[src/rtl/fp_pkg.sv]
// Shared single-precision definitions for the add/sub back end.
package fp_pkg;

  localparam int FP_EXP_W   = 8;
  localparam int FP_FRAC_W  = 23;
  localparam int FP_BIAS    = 127;
  localparam int FP_EXP_MAX = 255;

  // Internal exponent is wide and signed so normalization never wraps.
  localparam int EXP_INT_W  = 10;
  typedef logic signed [EXP_INT_W-1:0] exp_int_t;

  typedef struct packed {
    logic                 sign;
    logic [FP_EXP_W-1:0]  exp;
    logic [FP_FRAC_W-1:0] frac;
  } fp32_t;

  localparam fp32_t POS_ZERO = 32'h0000_0000;
  localparam fp32_t POS_INF  = 32'h7F80_0000;

endpackage

[src/rtl/fp_norm_round_if.sv]
// Beat interface between the mantissa unit, this block and writeback.
// The slave view is the normalize/round block itself.
interface fp_norm_round_if #(
  parameter int SIZE_DATA = 28,
  parameter int SIZE_EXP  = 8
);
  logic                 i_valid;
  logic                 o_ready;
  logic                 i_sign;
  logic [SIZE_EXP-1:0]  i_exponent;
  logic [SIZE_DATA-1:0] i_mantissa;
  logic                 i_overflow;
  logic                 o_valid;
  logic                 i_ready;
  logic [31:0]          o_result;
  logic                 o_flag_ovf;
  logic                 o_flag_unf;
  logic                 o_flag_inexact;

  modport slave (
    input  i_valid, i_sign, i_exponent, i_mantissa, i_overflow, i_ready,
    output o_ready, o_valid, o_result, o_flag_ovf, o_flag_unf, o_flag_inexact
  );

  modport master (
    output i_valid, i_sign, i_exponent, i_mantissa, i_overflow, i_ready,
    input  o_ready, o_valid, o_result, o_flag_ovf, o_flag_unf, o_flag_inexact
  );
endinterface

[src/rtl/fp_norm_round_lzc_28.sv]
// Combinational leading-zero counter for the 28-bit raw mantissa.
// An all-zero input reports a count of 28 and raises all_zero.
module lzc_28 (
  input  logic [27:0] value,
  output logic [4:0]  count,
  output logic        all_zero
);

  // Scan upward so the highest set bit is the last one to set the count.
  always_comb begin
    count    = 5'd28;
    all_zero = (value == 28'd0);
    for (int i = 0; i < 28; i++) begin
      if (value[i]) count = 5'(27 - i);
    end
  end

endmodule

[src/rtl/fp_norm_round.sv]
// Normalize and round-to-nearest-even back end of the FP adder.
// Three registered stages (capture+lzc, normalize, round/pack) with
// a valid/ready handshake that stalls each stage independently.
module fp_norm_round
  import fp_pkg::*;
#(
  parameter int SIZE_DATA = 28,
  parameter int SIZE_EXP  = 8,
  parameter int SIZE_FRAC = 23
) (
  input logic            i_clk,
  input logic            i_rst,
  fp_norm_round_if.slave bus
);

  // Normalized mantissa drops the implicit one: frac, guard, round, 2 sticky.
  localparam int NORM_W = SIZE_DATA - 1;
  localparam int GUARD  = SIZE_DATA - 2 - SIZE_FRAC;

  logic ready_en;
  logic ld1, ld2, ld3;

  logic                 s1_valid, s1_sign, s1_ovf, s1_zero;
  logic [SIZE_EXP-1:0]  s1_exp;
  logic [SIZE_DATA-1:0] s1_mant;
  logic [4:0]           s1_lzc;
  logic [4:0]           in_lzc;
  logic                 in_zero;

  logic                 s2_valid, s2_sign, s2_zero, s2_unf;
  logic [NORM_W-1:0]    s2_mant;
  exp_int_t             s2_exp;

  logic [NORM_W-1:0]    norm_mant;
  exp_int_t             norm_exp, exp_in, lzc_in;
  logic                 norm_zero, norm_unf;

  logic                 lsb, guard_b, round_b, sticky_b, round_up;
  logic [SIZE_FRAC:0]   frac_sum;
  exp_int_t             rnd_exp;
  fp32_t                res_next;
  logic                 ovf_next, unf_next, inex_next;

  logic                 s3_valid, s3_ovf, s3_unf, s3_inex;
  fp32_t                s3_result;

  assign ld3 = !s3_valid || bus.i_ready;
  assign ld2 = !s2_valid || ld3;
  assign ld1 = (!s1_valid || ld2) && ready_en;
  assign bus.o_ready = ld1;

  lzc_28 u_lzc (
    .value    (bus.i_mantissa),
    .count    (in_lzc),
    .all_zero (in_zero)
  );

  // Hold off the input side for the first cycle after reset is released.
  always_ff @(posedge i_clk or posedge i_rst) begin
    if (i_rst) ready_en <= 1'b0;
    else       ready_en <= 1'b1;
  end

  // Stage 1: capture the incoming beat together with its leading-zero count.
  always_ff @(posedge i_clk or posedge i_rst) begin
    if (i_rst) begin
      s1_valid <= 1'b0;
      s1_sign  <= 1'b0;
      s1_ovf   <= 1'b0;
      s1_zero  <= 1'b0;
      s1_exp   <= '0;
      s1_mant  <= '0;
      s1_lzc   <= '0;
    end else if (ld1) begin
      s1_valid <= bus.i_valid;
      if (bus.i_valid) begin
        s1_sign <= bus.i_sign;
        s1_ovf  <= bus.i_overflow;
        s1_zero <= in_zero;
        s1_exp  <= bus.i_exponent;
        s1_mant <= bus.i_mantissa;
        s1_lzc  <= in_lzc;
      end
    end
  end

  // Normalize: fold the carry-out back in, or shift out leading zeros.
  always_comb begin
    exp_in    = {{(EXP_INT_W-SIZE_EXP){1'b0}}, s1_exp};
    lzc_in    = {{(EXP_INT_W-5){1'b0}}, s1_lzc};
    norm_mant = '0;
    norm_exp  = '0;
    norm_zero = 1'b0;
    norm_unf  = 1'b0;
    if (s1_ovf) begin
      norm_mant = {s1_mant[SIZE_DATA-1:2], s1_mant[1] | s1_mant[0]};
      norm_exp  = exp_in + exp_int_t'(1);
    end else if (s1_zero) begin
      norm_zero = 1'b1;
    end else if (lzc_in >= exp_in) begin
      norm_unf  = 1'b1;
    end else begin
      norm_mant = s1_mant[NORM_W-1:0] << s1_lzc;
      norm_exp  = exp_in - lzc_in;
    end
  end

  // Stage 2: register the normalized beat.
  always_ff @(posedge i_clk or posedge i_rst) begin
    if (i_rst) begin
      s2_valid <= 1'b0;
      s2_sign  <= 1'b0;
      s2_zero  <= 1'b0;
      s2_unf   <= 1'b0;
      s2_mant  <= '0;
      s2_exp   <= '0;
    end else if (ld2) begin
      s2_valid <= s1_valid;
      if (s1_valid) begin
        s2_sign <= s1_sign;
        s2_zero <= norm_zero;
        s2_unf  <= norm_unf;
        s2_mant <= norm_mant;
        s2_exp  <= norm_exp;
      end
    end
  end

  // Round to nearest even, then resolve zero, underflow and overflow.
  always_comb begin
    lsb       = s2_mant[GUARD+1];
    guard_b   = s2_mant[GUARD];
    round_b   = s2_mant[GUARD-1];
    sticky_b  = |s2_mant[GUARD-2:0];
    round_up  = guard_b & (round_b | sticky_b | lsb);
    frac_sum  = {1'b0, s2_mant[NORM_W-1:GUARD+1]} + {{SIZE_FRAC{1'b0}}, round_up};
    rnd_exp   = s2_exp + {{(EXP_INT_W-1){1'b0}}, frac_sum[SIZE_FRAC]};
    res_next  = POS_ZERO;
    ovf_next  = 1'b0;
    unf_next  = 1'b0;
    inex_next = 1'b0;
    if (s2_zero) begin
      res_next = POS_ZERO;
    end else if (s2_unf) begin
      res_next.sign = s2_sign;
      unf_next      = 1'b1;
      inex_next     = 1'b1;
    end else if (rnd_exp >= exp_int_t'(FP_EXP_MAX)) begin
      res_next      = POS_INF;
      res_next.sign = s2_sign;
      ovf_next      = 1'b1;
      inex_next     = 1'b1;
    end else begin
      res_next.sign = s2_sign;
      res_next.exp  = rnd_exp[SIZE_EXP-1:0];
      res_next.frac = frac_sum[SIZE_FRAC-1:0];
      inex_next     = guard_b | round_b | sticky_b;
    end
  end

  // Stage 3: output register, held while downstream stalls.
  always_ff @(posedge i_clk or posedge i_rst) begin
    if (i_rst) begin
      s3_valid  <= 1'b0;
      s3_result <= POS_ZERO;
      s3_ovf    <= 1'b0;
      s3_unf    <= 1'b0;
      s3_inex   <= 1'b0;
    end else if (ld3) begin
      s3_valid <= s2_valid;
      if (s2_valid) begin
        s3_result <= res_next;
        s3_ovf    <= ovf_next;
        s3_unf    <= unf_next;
        s3_inex   <= inex_next;
      end
    end
  end

  assign bus.o_valid        = s3_valid;
  assign bus.o_result       = s3_result;
  assign bus.o_flag_ovf     = s3_ovf;
  assign bus.o_flag_unf     = s3_unf;
  assign bus.o_flag_inexact = s3_inex;

endmodule

[src/flat_wrapper.sv]
// flat-port wrapper written by rule: the top's interface ports become plain ports
module fp_norm_round_flat import fp_pkg::*;
#(
  parameter int SIZE_DATA = 28,
  parameter int SIZE_EXP  = 8,
  parameter int SIZE_FRAC = 23
)
  (i_clk, i_rst, bus_i_valid, bus_i_sign, bus_i_exponent, bus_i_mantissa, bus_i_overflow, bus_i_ready, bus_o_ready, bus_o_valid, bus_o_result, bus_o_flag_ovf, bus_o_flag_unf, bus_o_flag_inexact);
  fp_norm_round_if #(.SIZE_DATA(SIZE_DATA), .SIZE_EXP(SIZE_EXP)) bus_i ();
  input logic i_clk;
  input logic i_rst;
  input wire logic [$bits(bus_i.i_valid)-1:0] bus_i_valid;
  input wire logic [$bits(bus_i.i_sign)-1:0] bus_i_sign;
  input wire logic [$bits(bus_i.i_exponent)-1:0] bus_i_exponent;
  input wire logic [$bits(bus_i.i_mantissa)-1:0] bus_i_mantissa;
  input wire logic [$bits(bus_i.i_overflow)-1:0] bus_i_overflow;
  input wire logic [$bits(bus_i.i_ready)-1:0] bus_i_ready;
  output wire logic [$bits(bus_i.o_ready)-1:0] bus_o_ready;
  output wire logic [$bits(bus_i.o_valid)-1:0] bus_o_valid;
  output wire logic [$bits(bus_i.o_result)-1:0] bus_o_result;
  output wire logic [$bits(bus_i.o_flag_ovf)-1:0] bus_o_flag_ovf;
  output wire logic [$bits(bus_i.o_flag_unf)-1:0] bus_o_flag_unf;
  output wire logic [$bits(bus_i.o_flag_inexact)-1:0] bus_o_flag_inexact;
  assign bus_i.i_valid = bus_i_valid;
  assign bus_i.i_sign = bus_i_sign;
  assign bus_i.i_exponent = bus_i_exponent;
  assign bus_i.i_mantissa = bus_i_mantissa;
  assign bus_i.i_overflow = bus_i_overflow;
  assign bus_i.i_ready = bus_i_ready;
  assign bus_o_ready = bus_i.o_ready;
  assign bus_o_valid = bus_i.o_valid;
  assign bus_o_result = bus_i.o_result;
  assign bus_o_flag_ovf = bus_i.o_flag_ovf;
  assign bus_o_flag_unf = bus_i.o_flag_unf;
  assign bus_o_flag_inexact = bus_i.o_flag_inexact;
  fp_norm_round #(.SIZE_DATA(SIZE_DATA), .SIZE_EXP(SIZE_EXP), .SIZE_FRAC(SIZE_FRAC)) u_core (.i_clk(i_clk), .i_rst(i_rst), .bus(bus_i));
endmodule
[config.mk]
export PLATFORM = sky130hd
export DESIGN_NAME = fp_norm_round_flat
export DESIGN_NICKNAME = d
export VERILOG_FILES = /design/src/rtl/fp_pkg.sv /design/src/rtl/fp_norm_round_if.sv /design/src/rtl/fp_norm_round_lzc_28.sv /design/src/rtl/fp_norm_round.sv /design/src/flat_wrapper.sv
export SDC_FILE = /design/constraint.sdc
export NUM_CORES = 1
export LEC_CHECK = 0
export ABC_AREA = 0
export BUFFER_PORTS_ARGS = -buffer_cell sky130_fd_sc_hd__buf_2
export CAP_MARGIN = 10
export CORE_MARGIN = 2
export CORE_UTILIZATION = 55
export DETAILED_ROUTE_END_ITERATION = 7
export GPL_TIMING_DRIVEN = 0
export PLACE_DENSITY = 0.75
export SYNTH_ARGS = -nofsm -noshare
export SYNTH_HDL_FRONTEND = slang
export SYNTH_SLANG_ARGS = --single-unit
[constraint.sdc]
create_clock -name i_clk -period 5 [get_ports i_clk]
set_input_delay 0.75 -clock i_clk [delete_from_list [all_inputs] [get_ports i_clk]]
set_output_delay 0.75 -clock i_clk [all_outputs]
set_load 0.01 [all_outputs]
==> results of run 1 <==
-- final timing paths --
path,start,to,slack (ns),cells after the start
setup / recovery,u_core.s2_mant[3],u_core.bus.o_result[7],1.57,13
hold / removal,i_rst,u_core.ready_en,0.32,2
setup reg to reg,u_core.s2_mant[3],u_core.bus.o_result[7],1.57,13
hold reg to reg,u_core.bus.o_result[3],u_core.bus.o_result[3],0.47,2
max in group asynchronous,i_rst,u_core.s2_mant[17],3.95,3
min in group i_clk,u_core.bus.o_result[3],u_core.bus.o_result[3],0.47,2
-- Yosys cell counts, types with 3 or more instances --
cell type	instances	share of area
o21a_1	3	0.0030
inv_1	18	0.0090
a32oi_1	9	0.010
o31ai_1	4	0.0040
o221ai_1	3	0.0035
or2_2	5	0.0042
nand3_1	24	0.016
dfrtp_1	123	0.41
nor2_1	62	0.031
buf_2	11	0.0073
nand3b_1	6	0.0060
o21bai_1	3	0.0030
buf_4	6	0.0060
a21oi_1	50	0.033
nand4_1	7	0.0058
mux2i_1	24	0.032
mux4_2	14	0.042
nor4_1	6	0.0050
clkbuf_1	31	0.015
o21ai_1	5	0.0033
o21ai_0	53	0.035
a221o_1	8	0.011
nand2b_1	5	0.0042
mux4_1	3	0.010
and3_1	21	0.017
nand2_1	187	0.093
buf_6	4	0.0060
mux2_2	9	0.013
o22ai_1	12	0.010
xor2_1	22	0.026
a31oi_1	6	0.0050
nor3_1	13	0.0087
and2_1	7	0.0058
xnor2_1	15	0.017
o31a_1	3	0.0035
a311oi_1	3	0.0035
nor2b_1	9	0.0075
ha_1	9	0.015
-- cell type report --
class | instances | share of cell area
clock inverters | 5 | 0.00898
flip-flops and latches | 123 | 0.351
plain buffers | 52 | 0.0298
clock buffers | 27 | 0.0607
multi-input cells | 656 | 0.468
inverters | 20 | 0.00912
well taps | 176 | 0.0251
repair buffers | 79 | 0.0476
-- state kept, by name (all words and copies together), names as in the netlist, 5 cells and up --
signal,flops
u_core.s1_lzc,5
u_core.s1_exp,8
u_core.s2_exp,10
u_core.s2_mant,27
u_core.bus.o_result,32
u_core.s1_mant,28
-- layer usage --
layer / global-route usage / vias up / wire length, um
met4: 0.111 / 0 / 678
met5: 0 / - / 0
li1: - / 3243 / -
met2: 0.493 / 302 / 9980
met1: 0.432 / 3240 / 9730
met3: 0.0587 / 61 / 1430
-- metrics by stage --
step / total power, mW / hold WS (ns)
after CTS: 4.39 / 0.325
final: 4.40 / 0.319
after global routing: 4.67 / 0.347
after global placement: 3.08 / 0.458
after detailed placement: 3.12 / 0.462
after floorplan: 2.60 / 0.439
-- power by group --
| group | switching (mW) | total [mW] | internal [mW] | leakage [nW] |
|---|---|---|---|---|
| logic | 0.831 | 1.48 | 0.649 | 2.17 |
| registers | 0.332 | 1.65 | 1.32 | 1.53 |
| clock network | 0.440 | 1.27 | 0.827 | 0.304 |
| total | 1.60 | 4.40 | 2.80 | 4.00 |
-- cell families after synthesis --
| family | synth area share |
|---|---|
| flops | 0.409 |
| fa+ha+maj | 0.0176 |
| buf+inv | 0.0447 |
| other cells | 0.000499 |
| simple gates | 0.214 |
| compound gates | 0.171 |
| xor+xnor | 0.0431 |
| mux | 0.0998 |
==> results.json, run 1 <==
{
  "tightest_slew_ns": 0.863,
  "fin_tns_setup_ns": 0,
  "synth_ff_type": "dfrtp_1",
  "diodes": 0,
  "clockRootBuffer": "clkbuf_16",
  "ys_types": 71,
  "grt_pass1_vias": 6511,
  "cts_tree": "done",
  "clock-sinks": 123,
  "setup_ws_ns": 1.57,
  "nets": 1001,
  "holdCritPathClass": "in -> async",
  "critPathBufInv": 1,
  "crit_family": "simple AND/OR/NAND/NOR gates",
  "final_common_cell": "nand2_1",
  "grt_pass1_wl_mm": 35.1,
  "design_area_um2": 8780,
  "ios": 79,
  "route.detailed.drc": 0,
  "cts_made_buffers": 17,
  "die_area_um2": 14600,
  "final_core_util": 0.660,
  "post_cts.repair.setup_buffers": 0,
  "drt_iter0_drc": 724,
  "rows": 42,
  "grt_max_degree": 88,
  "clock_skew_ns": 0.00917,
  "instances_no_fill": 1138,
  "dp_hpwl_mm": 16.4,
  "synthesis.area_um2": 7520,
  "drive_above_1_share": 0.175,
  "routedWlPerCell_um": 19.2,
  "overflow": 0,
  "p_leak_nw": 4.00,
  "ir_drop_v": 0.000207,
  "setup_viol": 0,
  "start_kind": "flop",
  "h-tree-depth": 4,
  "placedCellCount": 1106,
  "regArea_um2": 3080,
  "grtUsageTotal": 0.312,
  "ys_seq_elements": 123,
  "synth_edf_count": 0,
  "slowest_stage": "dfrtp_1",
  "vias": 6846,
  "syn_area_per_cell_um2": 8.84,
  "fmax_ghz": 0.291,
  "antenna_found_initial": 0,
  "ant_nets": 0,
  "dpl_worst_slack_ns": 1.64,
  "yosysWarnings": 0,
  "ys_seq_area_frac": 0.409,
  "crit_arrival_ns": 3.72,
  "rsz0062_at_grt": "no",
  "routed_wl_mm": 21.8,
  "outcome": "finished clean",
  "path_cells": "and3_1 > nand3_1 > nor3_1 > and3_1 > ha_1 > ha_1 > nand3_1 > nor2_1 > a311oi_1 > a221oi_2 > nand2b_1 > buf_4 > o21ai_0",
  "synthCells": 851,
  "setup.worst_path.end_class": "flop",
  "powerDensity_nw_per_um2": 502,
  "fillers": 1125,
  "clk_pin_slew_ns": 0.05,
  "most-common-layout-cells": "nand2_1, dfrtp_1, buf_2",
  "multiInputGateArea_um2": 4110,
  "cts_resized": 0,
  "min_period_over_period": 0.686,
  "path_max_fanout": 10,
  "numPortBuffers": 78,
  "syn_nets": 903,
  "timing.final.crit_period_ns": 3.43,
  "worst-setup-path-type": "reg -> reg",
  "slew_headroom": 0.410,
  "syn_to_final_growth_pct": 16.7,
  "max_stage_delay_ns": 0.47,
  "viasPerCell": 6.02,
  "place_area_um2": 8160,
  "start_util": 0.566,
  "async_flop_share": 1.00,
  "die_w_um": 121,
  "gp_congestion": 0.991,
  "fp.coreArea_um2": 13300,
  "postCtsHoldBufs": 0,
  "die_h_um": 121,
  "slew_viol_final": 0,
  "cts_max_path_buffers": 2,
  "drv_cap": 0,
  "insertion_delay_ns": 0.42,
  "final-hold-violation-count": 0,
  "first_pass_iters": 6,
  "required_ns": 5.29
}
No activity file was read; power rests on OpenSTA's default activity.
==> run 2: changes to the inputs <==
- ABC_AREA: 0 -> 1
- CORE_UTILIZATION: 55 -> 54
- PLACE_DENSITY: 0.75 -> 0.77
- clock period: 5 -> 2.95 ns (I/O delays scaled with it)
==> run 2 against run 1 <==
  * The flow now finishes with violations (setup timing)
  * Global-route usage rose by 0.66 points
  * Clock skew rose by 0.0039 ns
  * Register-to-register slack got worse by 3.1 ns
  * Critical path type unchanged
  * Largest power group is now combinational logic
  * Highest routed layer unchanged
==> results.json, run 2 <==
{
  "outcome": "finished with violations",
  "violations": "setup timing",
  "finalPower_mw": 7.76,
  "synth_ff_type": "dfrtp_1",
  "antenna_found_initial": 0,
  "ys_types": 52,
  "ff2ff_path_depth": 27,
  "r2r_start": "u_core.s2_mant[4]",
  "synth_common_cells": "nand2_1, dfrtp_1, o21ai_0, inv_1, nor2_1",
  "routedWlPerCell_um": 17.7,
  "clockRootBuffer": "clkbuf_16",
  "first_pass_iters": 6,
  "grtUsageTotal": 0.319,
  "path_depth": 27,
  "clk_pin_slew_ns": 0.06,
  "grt_pass1_vias": 6788,
  "yosys.area.top_type": "dfrtp_1",
  "most-common-layout-cells": "nand2_1, dfrtp_1, o21ai_0",
  "h-tree-depth": 4,
  "setup_ws_ns": -1.54,
  "max_stage_delay_ns": 0.42,
  "clock-sinks": 123,
  "rsz0062_at_grt": "yes",
  "setup.worst_path.end_class": "flop",
  "fin_tns_setup_ns": -48.36,
  "drive_above_1_share": 0.182,
  "fillers": 1166,
  "grt_pass1_wl_mm": 35.6,
  "insertion_delay_ns": 0.43,
  "gp_congestion": 0.988,
  "clock_skew_ns": 0.0131,
  "vias": 7313,
  "route.detailed.drc": 0,
  "min_period_over_period": 1.52,
  "p_leak_nw": 4.30,
  "cts_made_buffers": 17,
  "regArea_um2": 3080,
  "syn_area_per_cell_um2": 7.48,
  "postCtsHoldBufs": 0,
  "required_ns": 3.27,
  "synthesis.area_um2": 7300,
  "cts_tree": "done",
  "worst-setup-path-type": "reg -> reg",
  "reg2reg_slack_ns": -1.54,
  "dp_hpwl_mm": 16.6,
  "largest_reg_flops": 32,
  "crit_family": "simple AND/OR/NAND/NOR gates",
  "overflow": 0,
  "syn_nets": 1028,
  "routed_wl_mm": 22.8,
  "powerDensity_nw_per_um2": 869,
  "place_area_um2": 8000,
  "synth_edf_count": 0,
  "rows": 42,
  "yosysWarnings": 0,
  "grt_max_degree": 44,
  "slowest_stage": "dfrtp_1",
  "r2r-end": "u_core.bus.o_result[1]",
  "ys_seq_elements": 123,
  "tightest_slew_ns": 0.865,
  "die_w_um": 120,
  "timing.critical_path.mode_cell": "nand3_2",
  "drt_iter0_drc": 733,
  "async_flop_share": 1.00,
  "critPathBufInv": 2,
  "synthCells": 976,
  "diodes": 0,
  "synth_top_area_share": 0.421,
  "path_max_fanout": 5,
  "slew_headroom": 0.422,
  "ys_top_cells_by_area": "dfrtp_1, nand2_1, o21ai_0, inv_1, nor2_1",
  "final_core_util": 0.675,
  "setup_viol": 33,
  "ir_drop_v": 0.000400,
  "ant_nets": 0,
  "yosysMostFrequentCell": "nand2_1",
  "die_h_um": 120,
  "cts_max_path_buffers": 2,
  "die_area_um2": 14500,
  "final_common_cell": "nand2_1",
  "viasPerCell": 5.68,
  "holdCritPathClass": "in -> async",
  "ys_seq_area_frac": 0.421,
  "numPortBuffers": 78,
  "ios": 79,
  "syn_to_final_growth_pct": 22.4,
  "start_util": 0.551,
  "slew_viol_final": 0,
  "final-hold-violation-count": 0,
  "multiInputGateArea_um2": 3770,
  "crit_arrival_ns": 4.81,
  "start_kind": "flop",
  "fp.coreArea_um2": 13200,
  "nets": 1150,
  "fmax_ghz": 0.223,
  "design_area_um2": 8940,
  "drv_cap": 0,
  "timing.final.crit_period_ns": 4.49
}
[run 2: cell count changes after synthesis, sizes merged, moves of 15 or more]
cell,change
nand2,+51
nor2,+18
a22oi,+15
mux4,-17
and3,-20
inv,+88
o21ai,+72
[run 2: worst register-to-register path, delay by kind of cell, from the launching register on]
| family | cells | cell delay, ns |
|---|---|---|
| AO/OA/AOI/OAI | 2 | 0.56 |
| XOR/XNOR | 1 | 0.20 |
| adder cells (fa/ha/maj) | 2 | 0.37 |
| buffers and inverters | 2 | 0.28 |
| flip-flops | 1 | 0.42 |
| AND/OR/NAND/NOR | 20 | 2.55 |
[run 2: cell type report]
type | instances | share of cell area
buffer | 44 | 0.0216
clock buffer | 18 | 0.0491
clock inverter | 14 | 0.0176
inverter | 110 | 0.0484
multi-input combinational | 695 | 0.422
sequential | 123 | 0.345
tap | 176 | 0.0246
timing repair buffer | 107 | 0.0718
[run 2: kinds of logic (layout without fill, tap and decap cells)]
logic type      Yosys count  after routing  synth area share
mux                      16             16            0.0219
compound gates          258            258             0.205
simple gates            395            395             0.232
fa+ha+maj                10             10            0.0182
xor+xnor                 15             15            0.0180
flops                   123            123             0.421
other cells               1              1          0.000513
buf+inv                 158            293            0.0829
[run 2: repair_timing]
| item | 4_1_cts | 5_1_grt |
|---|---|---|
| setup endpoints to repair | 65 | 55 |
| cloned | 2 | 0 |
| gates resized for setup | 22 | 22 |
| pin swaps | 5 | 1 |
| setup buffers | 18 | 7 |
[run 2: worst max-delay path by stage]
stage,startpoint,end,slack (ns)
after CTS,u_core.s2_mant[5],u_core.bus.o_result[14],-1.20
final,u_core.s2_mant[4],u_core.bus.o_result[1],-1.54
after global routing,u_core.s2_mant[4],u_core.bus.o_result[14],-1.72
after floorplan,u_core.s2_mant[5],u_core.bus.o_result[10],-0.79
after global placement,u_core.s2_mant[5],u_core.bus.o_result[14],-1.30
after detailed placement,u_core.s2_mant[5],u_core.bus.o_result[11],-1.33
[run 2: metrics by stage]
stage / hold slack [ns] / worst slack, ns / cells
final: 0.182 / -1.54 / 1287
after global routing: 0.231 / -1.72 / 1287
after CTS: 0.197 / -1.20 / 1281
after detailed placement: 0.465 / -1.33 / 1232
after global placement: 0.453 / -1.30 / 1230
after floorplan: 0.448 / -0.787 / 976
[run 2: report_power, final]
group	switching [mW]	leakage (nW)	internal, mW
combinational	1.77	2.50	1.08
clock	0.834	0.290	1.28
sequential	0.541	1.51	2.25
[run 2: routing by layer]
| metal | up-vias | GRT usage | wire length (um) |
|---|---|---|---|
| met3 | 62 | 0.0491 | 1590 |
| met2 | 334 | 0.517 | 10700 |
| met4 | 0 | 0.128 | 685 |
| met5 | - | 0 | 0 |
| li1 | 3524 | - | - |
| met1 | 3393 | 0.431 | 9810 |
